===== src/rtl/uart_tx_mmio.sv =====
// Memory-mapped 8N1 UART transmitter: CPU stores are queued in a small FIFO and
// shifted out on tx; a status word (busy/full/empty/overflow/count) is readable on the bus.
//
// state | meaning
// IDLE  | line idle (tx=1), waiting for a queued byte
// START | start bit (tx=0) for CLKS_PER_BIT cycles
// DATA  | data bits, LSB first, CLKS_PER_BIT cycles each
// STOP  | stop bit (tx=1); chains straight into START when the FIFO is non-empty
module uart_tx_mmio #(
    parameter int          CLKS_PER_BIT = 10417,
    parameter logic [31:0] DATA_ADDR    = 32'd12,
    parameter logic [31:0] STATUS_ADDR  = 32'd16,
    parameter int          FIFO_DEPTH   = 8
) (
    input  logic        clk,
    input  logic        reset,
    input  logic [1:0]  MemWrite,
    input  logic [31:0] write_direction,
    input  logic [31:0] data_out,
    output logic [31:0] status_out,
    output logic        tx,
    output logic        busy
);

    localparam int              BC_W     = $clog2(CLKS_PER_BIT);
    localparam logic [BC_W-1:0] BC_LOAD  = BC_W'(CLKS_PER_BIT - 1);
    localparam logic [3:0]      DEPTH_C  = 4'(FIFO_DEPTH);
    localparam logic [3:0]      LAST_PTR = 4'(FIFO_DEPTH - 1);

    typedef enum logic [1:0] {IDLE, START, DATA, STOP} state_t;

    state_t          state, state_n;
    logic [BC_W-1:0] bc, bc_n;
    logic [2:0]      bi, bi_n;
    logic [7:0]      shift, shift_n;
    logic            tx_n;

    logic            wq, wq_d, sq, sq_d;
    logic            push_rise, clr_rise;
    logic            push, pop, full, empty;
    logic            overflow;
    logic [3:0]      count, wr_ptr, rd_ptr;
    logic [7:0]      mem [16];
    logic            unused_data_bits;

    assign unused_data_bits = ^data_out[31:8];

    // The CPU clock is slower, so stores are edge-detected to push exactly once.
    assign wq        = (MemWrite != 2'b00) && (write_direction == DATA_ADDR);
    assign sq        = (MemWrite != 2'b00) && (write_direction == STATUS_ADDR);
    assign push_rise = wq && !wq_d;
    assign clr_rise  = sq && !sq_d;

    assign full  = (count == DEPTH_C);
    assign empty = (count == 4'd0);
    assign push  = push_rise && !full;
    assign busy  = (state != IDLE) || !empty;

    assign status_out = (write_direction == STATUS_ADDR) ?
                        {20'd0, count, 4'd0, overflow, empty, full, busy} : 32'd0;

    always_ff @(posedge clk) begin
        if (push) begin
            mem[wr_ptr] <= data_out[7:0];
        end
    end

    always_ff @(posedge clk or negedge reset) begin
        if (!reset) begin
            wq_d     <= 1'b0;
            sq_d     <= 1'b0;
            count    <= 4'd0;
            wr_ptr   <= 4'd0;
            rd_ptr   <= 4'd0;
            overflow <= 1'b0;
        end else begin
            wq_d  <= wq;
            sq_d  <= sq;
            count <= count + {3'd0, push} - {3'd0, pop};
            if (push) begin
                wr_ptr <= (wr_ptr == LAST_PTR) ? 4'd0 : wr_ptr + 4'd1;
            end
            if (pop) begin
                rd_ptr <= (rd_ptr == LAST_PTR) ? 4'd0 : rd_ptr + 4'd1;
            end
            // A rejected push and a clear in the same cycle leave overflow set.
            if (push_rise && full) begin
                overflow <= 1'b1;
            end else if (clr_rise) begin
                overflow <= 1'b0;
            end
        end
    end

    always_ff @(posedge clk or negedge reset) begin
        if (!reset) begin
            state <= IDLE;
            bc    <= '0;
            bi    <= 3'd0;
            shift <= 8'd0;
            tx    <= 1'b1;
        end else begin
            state <= state_n;
            bc    <= bc_n;
            bi    <= bi_n;
            shift <= shift_n;
            tx    <= tx_n;
        end
    end

    always_comb begin
        state_n = state;
        bc_n    = bc;
        bi_n    = bi;
        shift_n = shift;
        pop     = 1'b0;
        case (state)
            IDLE: begin
                if (!empty) begin
                    pop     = 1'b1;
                    shift_n = mem[rd_ptr];
                    bc_n    = BC_LOAD;
                    state_n = START;
                end
            end
            START: begin
                if (bc == '0) begin
                    bc_n    = BC_LOAD;
                    bi_n    = 3'd0;
                    state_n = DATA;
                end else begin
                    bc_n = bc - 1'b1;
                end
            end
            DATA: begin
                if (bc == '0) begin
                    bc_n = BC_LOAD;
                    if (bi == 3'd7) begin
                        state_n = STOP;
                    end else begin
                        bi_n = bi + 3'd1;
                    end
                end else begin
                    bc_n = bc - 1'b1;
                end
            end
            STOP: begin
                if (bc == '0) begin
                    if (!empty) begin
                        pop     = 1'b1;
                        shift_n = mem[rd_ptr];
                        bc_n    = BC_LOAD;
                        state_n = START;
                    end else begin
                        state_n = IDLE;
                    end
                end else begin
                    bc_n = bc - 1'b1;
                end
            end
            default: state_n = IDLE;
        endcase

        // tx is registered from the next state so it lines up with the state register.
        case (state_n)
            START:   tx_n = 1'b0;
            DATA:    tx_n = shift_n[bi_n];
            default: tx_n = 1'b1;
        endcase
    end

endmodule


===== config.mk =====
export PLATFORM = sky130hd
export DESIGN_NAME = uart_tx_mmio
export DESIGN_NICKNAME = d
export VERILOG_FILES = /design/src/rtl/uart_tx_mmio.sv
export SDC_FILE = /design/constraint.sdc
export NUM_CORES = 1
export LEC_CHECK = 0
export BUFFER_PORTS_ARGS = -buffer_cell sky130_fd_sc_hd__buf_2
export CAP_MARGIN = 0
export CORE_ASPECT_RATIO = 0.5
export CORE_MARGIN = 4
export CORE_UTILIZATION = 30
export CTS_CLUSTER_SIZE = 14
export DETAILED_ROUTE_END_ITERATION = 10
export GPL_TIMING_DRIVEN = 0
export SYNTH_ARGS = -nofsm -noshare
export SYNTH_HDL_FRONTEND = slang
export SYNTH_SLANG_ARGS = --single-unit

===== constraint.sdc =====
create_clock -name clk -period 2.6 [get_ports clk]
set_clock_uncertainty 0.2 [all_clocks]
set_input_delay 0.13 -clock clk [delete_from_list [all_inputs] [get_ports clk]]
set_output_delay 0.13 -clock clk [all_outputs]
set_load 0.01 [all_outputs]

==> metrics.md, run 1 <==
| Metric | Value |
|---|---|
| Status | `complete, but fails checks` |
| Failing checks | `negative setup slack` |
| Worst skew pair latency | `440 ps` |
| Pleak | `3.81 nW` |
| Hold WS | `120 ps` |
| PD cells | `575 nW/um^2` |
| Initial DRT Pass Iterations | `4` |
| Yosys cell types | `61` |
| CP Capture Type | `flop` |
| Type of the worst min-delay path | `input pin to flop` |
| Post-synthesis sequential area ratio | `63.1%` |
| Primary FF master, synth | `edfxtp_1` |
| Startpoint Class | `flop` |
| Worst EP required | `2740 ps` |
| Port bufs | `53` |
| Initial antenna violation count | `0` |
| GP Congestion | `0.804` |
| Max-slew headroom | `31.8%` |
| Layout area overhead | `26.1%` |
| Vias/cell | `4.84` |
| Routed len/inst | `17.7 um` |
| All-layer global routing usage | `12.9%` |
| Reg2reg setup slack | `-120 ps` |
| FF+latch count, synth | `171` |
| Syn Area/Cell | `14.2 sq um` |
| TritonCTS clock tree | `built` |
| Crit-path max FO | `4` |
| Crit Reg-Reg Endpoint | `tx$_DFF_PN1_` |
| Ant. Diodes | `0` |
| IO Pins | `102` |
| Setup Viol. Count Final | `4` |
| Count of antenna-violating nets left after detailed routing | `0` |
| Initial Util | `30.7%` |
| Routed WL | `18500 um` |
| Fmax | `0.368 GHz` |
| Die W | `236 um` |
| CTS Buf Count | `17` |
| Placed cell areas | `8610 sq um` |
| Final Cycle Share | `105%` |
| Pins Over Slew Limit | `0` |
| Clk root buf | `clkbuf_16` |
| Number of global-route vias before repair | `5052` |
| Largest net degree at the start of global routing | `44` |
| Clock sink total | `171` |
| Worst setup margin | `-118 ps` |
| First-pass GRT wire length | `28700 um` |
| RSZ-0062 raised after global routing | `true` |
| FP Rows | `41` |
| Reg2reg path depth | `11` |
| Worst Tran Pin Value | `1020 ps` |
| Crit Path Class | `flop to flop` |
| Final Instance Area | `9840 sq um` |
| DRC Markers | `0` |
| H-tree level count | `4` |
| Fillcell total | `2340` |
| EDFF count, synth | `128` |
| CP Data Arrival Time | `2860 ps` |
| Clock slew at reported path FFs | `70 ps` |
| Mapped Area | `7800 sq um` |
| Share of layout cells above drive strength 1 | `31.8%` |
| Die H | `122 um` |
| Setup_tns | `-205 ps` |
| Pwr Total | `5.66 mW` |
| Setup crit end | `tx$_DFF_PN1_` |
| Mapped Cells | `551` |
| Fin crit period | `2720 ps` |
| Worst vdd ir | `0.000424 V` |
| Yosys warning count | `0` |
| Initial drt markers | `361` |
| Deepest clock path buffer count | `2` |
| Core Area | `25400 sq um` |
| Worst Setup SP | `bc[0]$_DFF_PN0_` |
| Fin. Hold Viols | `0` |
| Worst r2r src | `bc[0]$_DFF_PN0_` |
| Die Area | `28800 sq um` |
| HPWL after DPL | `11700 um` |
| Final nets | `775` |
| Via count | `5058` |
| Max capacitance violation total | `0` |
| GRT overflow | `0` |
| Post-synthesis async set-or-reset flop share | `25.1%` |
## report_power, final
| part | internal [mW] | total [mW] | switching, mW | leakage [nW] |
|---|---|---|---|---|
| clock | 1.38 | 2.59 | 1.21 | 0.295 |
| sequential | 2.93 | 2.93 | 0.000000307 | 1.69 |
| combinational | 0.0598 | 0.135 | 0.0750 | 1.83 |
## how the worst min path moves through the flow
| stage | startpoint | to | cells after the start |
|---|---|---|---|
| 6_report | write_direction[3] | wr_ptr[0]$_DFFE_PN0P_ | 8 |
| 5_1_grt | write_direction[3] | overflow$_DFFE_PN0P_ | 5 |
| 4_1_cts | write_direction[3] | wr_ptr[0]$_DFFE_PN0P_ | 8 |
| 3_3_place_gp | reset | rd_ptr[3]$_DFFE_PN0P_ | 1 |
| 2_1_floorplan | reset | bc[0]$_DFF_PN0_ | 0 |
| 3_5_place_dp | reset | rd_ptr[3]$_DFFE_PN0P_ | 1 |
## area by class of cell
cell class | count | area (sq um) | area share (%)
Sequential cell | 171 | 4920 | 50.0
Multi-Input combinational cell | 340 | 2750 | 27.9
Timing Repair Buffer | 97 | 704 | 7.16
Tap cell | 344 | 430 | 4.37
Clock buffer | 17 | 425 | 4.32
Buffer | 44 | 360 | 3.66
Clock inverter | 15 | 181 | 1.84
Inverter | 17 | 66.3 | 0.674
## routing by layer
layer	vias up	wire length, um	GRT usage [%]
met5	-	0	0
met4	0	234	3.52
met3	18	857	2.94
met2	138	9390	22.8
met1	2568	8060	16.2
li1	2334	-	-
## cells in the final DEF (no fill, tap or decap), drive strengths merged, types with 5 or more instances in the layout
cell type	synthesis	routed
o21ai	24	24
and2	21	21
a22oi	8	8
clkbuf	10	25
conb	1	24
inv	17	22
a31oi	6	6
buf	36	117
edfxtp	128	128
clkinv	0	8
a21oi	12	12
a22o	6	6
dfrtp	42	42
nand4	5	5
nor4	9	9
o31ai	5	5
mux2i	16	16
mux4	27	27
nor2	49	49
nor3	11	11
nand2	37	37
dlygate4sd3	0	14
ha	18	18
## cell usage after synthesis, drive strengths merged, types with 9 or more instances
cell,instances,area share (%)
edfxtp,128,49
nor2,49,2.4
dfrtp,42,13
nand2,37,1.8
buf,36,3.4
mux4,27,7.8
o21ai,24,1.5
and2,21,1.7
ha,18,2.9
inv,17,0.82
mux2i,16,2.1
a21oi,12,0.77
nor3,11,0.71
clkbuf,10,0.48
nor4,9,1.1
## registers in the layout, indices dropped and copies added (netlist names)
register  cells
bc           14
overflow      1
mem         128
wr_ptr        4
shift         8
tx            1
sq_d          1
wq_d          1
count         4
bi            3
state         2
rd_ptr        4
## worst max-delay path, cell delays in order (launching register included)
cell	delay, ps
dfrtp_1	410
inv_2	90
ha_4	130
nor3b_4	300
nand4_4	160
buf_4	170
a221o_2	380
a22o_1	240
mux2i_1	180
nand2_1	80
a31oi_1	170
a31oi_1	120
## cell families after synthesis
family	share of synthesized area [%]
muxes	10.3
buffers and inverters	4.68
AOI/OAI and AO/OA	8.16
adders and majority gates	3.14
and+or+nand+nor	10.2
other	0.0481
DFF	63.1
xor gates and xnor gates	0.449
## per-stage QoR
step           setup slack, ps  utilization (%)  cells
5_1_grt                   -211             38.8   1045
4_1_cts                  -81.9             38.3   1037
3_3_place_gp              -523             33.9    971
3_5_place_dp              -523             33.9    971
6_report                  -118             38.8   1045
2_1_floorplan             11.9                -    574
## timing repair
item | 4_1_cts | 5_1_grt
endpoints found under the setup margin | 14 | 21
pin swaps | 20 | 15
cloned | 1 | 1
hold buffers | 14 | 0
gates resized for setup | 40 | 17
hold endpoints to repair | 173 | 0
setup buffers | 19 | 9
(Power assumes the default switching activity.)
==> inputs of run 2 (changes only) <==
--- a/config.mk
+++ b/config.mk
@@ -9,7 +9,7 @@
 export CAP_MARGIN = 0
 export CORE_ASPECT_RATIO = 0.5
 export CORE_MARGIN = 4
-export CORE_UTILIZATION = 30
+export CORE_UTILIZATION = 29
 export CTS_CLUSTER_SIZE = 14
 export DETAILED_ROUTE_END_ITERATION = 10
 export GPL_TIMING_DRIVEN = 0
==> run 2 against run 1 <==
- the flow still finishes with violations (negative setup slack)
- critical endpoint is now count[2]$_DFF_PN0_
- utilization decreased by 2.4 points
- worst hold slack gained 9.7 ps
- sequential cell count did not move
==> metrics.md, run 2 (synthesized netlist as in run 1, its figures left out) <==
| Metric | Value |
|---|---|
| Die Area | `29800 sq um` |
| Core Area | `26500 sq um` |
| Die W | `240 um` |
| Final Cycle Share | `105%` |
| Fillcell total | `2537` |
| Initial antenna violation count | `0` |
| Worst skew pair latency | `430 ps` |
| HPWL after DPL | `11500 um` |
| Largest net degree at the start of global routing | `44` |
| Setup Viol. Count Final | `4` |
| Vias/cell | `4.75` |
| Depth of the worst hold-timing path | `8` |
| Max capacitance violation total | `0` |
| Critical Path Most Common Cell | `ha_4` |
| Most common cell after layout, fill and taps aside | `edfxtp_1` |
| Clk root buf | `clkbuf_16` |
| Count of antenna-violating nets left after detailed routing | `0` |
| Pins Over Slew Limit | `0` |
| Worst vdd ir | `0.000438 V` |
| Final nets | `767` |
| All-layer global routing usage | `11.9%` |
| Crit path cell chain | `inv_2 -> ha_4 -> nor3b_4 -> buf_4 -> a41o_2 -> and3_4 -> buf_6 -> ha_4 -> inv_2 -> ha_4 -> fa_2 -> xor2_1` |
| Most frequent cells in the layout | `128 x edfxtp_1, 53 x buf_2, 49 x nor2_1, 48 x buf_4, 42 x dfrtp_1` |
| Hold WS | `130 ps` |
| Clock sink total | `171` |
| IO Pins | `102` |
| Failing checks | `negative setup slack` |
| GRT overflow | `0` |
| Internal power | `4.26 mW` |
| Hold path start | `write_direction[3]` |
| TritonCTS clock tree | `built` |
| Top Registers | `mem x128, bc x14, shift x8` |
| Fmax | `0.368 GHz` |
| Crit-path max FO | `4` |
| Net switching power | `1.23 mW` |
| Crit Path Class | `flop to flop` |
| RSZ-0062 raised after global routing | `true` |
| Type of the worst min-delay path | `input pin to flop` |
| Status | `complete, but fails checks` |
| Port bufs | `53` |
| Worst Tran Pin Value | `1000 ps` |
| DRC Markers | `0` |
| Deepest clock path buffer count | `2` |
| Placed cell areas | `8620 sq um` |
| FF+latch area | `4920 sq um` |
| Worst setup margin | `-120 ps` |
| PD cells | `570 nW/um^2` |
| Switching share of total power | `22.4%` |
| Via count | `4960` |
| CP Capture Type | `flop` |
| Most flops, register | `mem` |
| Area occupied by multi-input gates | `2710 sq um` |
| Initial drt markers | `366` |
| Largest register FFs | `128` |
| Routed len/inst | `16.6 um` |
| FP Rows | `42` |
| Ant. Diodes | `0` |
| H-tree level count | `4` |
| Die H | `124 um` |
| Final Instance Area | `9630 sq um` |
| Worst r2r src | `bc[1]$_DFF_PN0_` |
| Pleak | `3.71 nW` |
| Max-slew headroom | `33.3%` |
| Routed WL | `17400 um` |
| Initial Util | `29.5%` |
| Slowest stage delay, CP | `380 ps` |
| Fin. Hold Viols | `0` |
| Worst EP required | `2710 ps` |
| Slowest-stage cell, CP | `dfrtp_1` |
| Layout area overhead | `23.5%` |
| Combinational power share | `2.4%` |
| Sequential share of power | `53.4%` |
| Clock slew at reported path FFs | `70 ps` |
| Reg2reg path depth | `12` |
| Startpoint Class | `flop` |
| First-pass GRT wire length | `27100 um` |
| Fin crit period | `2720 ps` |
| GP Congestion | `0.810` |
| Clock group share of total power | `44.2%` |
| CTS Buf Count | `17` |
| Initial DRT Pass Iterations | `5` |
| Share of layout cells above drive strength 1 | `30.6%` |
| Number of global-route vias before repair | `4936` |
| CP Data Arrival Time | `2830 ps` |
| Worst Setup SP | `bc[1]$_DFF_PN0_` |
-- run 2: cell count changes in the layout (fill, tap and decap cells not counted), moves of 3 or more --
cell      before  now
a211oi_1       0    3
a22oi_2        0    3
buf_4         52   48
a22oi_1        8    5
a211oi_2       4    1
buf_12         5    2
-- run 2: worst paths after layout --
kind / to / slack, ps
worst max-delay path: count[2]$_DFF_PN0_ / -120
worst min-delay path: wr_ptr[0]$_DFFE_PN0P_ / 130
worst max register to register: count[2]$_DFF_PN0_ / -120
worst min register to register: overflow$_DFFE_PN0P_ / 300
max in group asynchronous: shift[3]$_DFF_PN0_ / 1360
min in group asynchronous: wr_ptr[3]$_DFFE_PN0P_ / 200
-- run 2: cell type report --
cell class                      count  area share, %
Tap cell                          352           4.57
Multi-Input combinational cell    340           28.2
Clock inverter                     14           1.43
Sequential cell                   171           51.1
Inverter                           17          0.662
Clock buffer                       18           4.45
Buffer                             46           3.84
Timing Repair Buffer               87           5.81
-- run 2: repair_timing --
action                                  CTS  global route
cloned                                    0             0
pin swaps                                19             6
setup buffers                            17             3
endpoints found under the hold margin   173             0
hold buffers                             14             0
gates resized for setup                  36            13
endpoints found under the setup margin   13            33
-- run 2: critical path, delay by kind of cell (launching register included) --
kind | cells | cell delay (ps)
buffers and inverters | 4 | 340
flip-flops | 1 | 380
AO/OA/AOI/OAI | 1 | 280
adder cells (fa/ha/maj) | 4 | 900
XOR/XNOR | 1 | 160
AND/OR/NAND/NOR | 2 | 340
-- run 2: per-stage QoR --
| step | setup WS, ps | TNS [ps] | std cells | total power, mW | utilization [%] |
|---|---|---|---|---|---|
| floorplan | 11.9 | 0 | 574 | 3.04 | - |
| global placement | -473 | -6460 | 979 | 3.11 | 32.5 |
| detailed placement | -526 | -16440 | 979 | 3.11 | 32.5 |
| CTS | -71.3 | -71.3 | 1042 | 5.54 | 36.1 |
| global route | -201 | -1170 | 1045 | 5.68 | 36.4 |
| finish | -120 | -357 | 1045 | 5.50 | 36.4 |
-- run 2: routing by layer --
metal  vias up  GRT usage, %  share of wire, %
li1       2319             -                 -
met1      2525          15.0                44
met2       105          21.1                51
met3        11          2.28               4.0
met4         0          3.46               1.0
met5         -             0                 0
-- run 2: power groups by stage --
stage          logic, mW  registers, mW  clock network, mW
4_1_cts            0.135           2.94               2.47
2_1_floorplan     0.0459           3.00                  0
3_5_place_dp       0.120           2.99                  0
3_3_place_gp       0.116           2.99                  0
6_report           0.134           2.94               2.43
5_1_grt            0.150           2.93               2.60
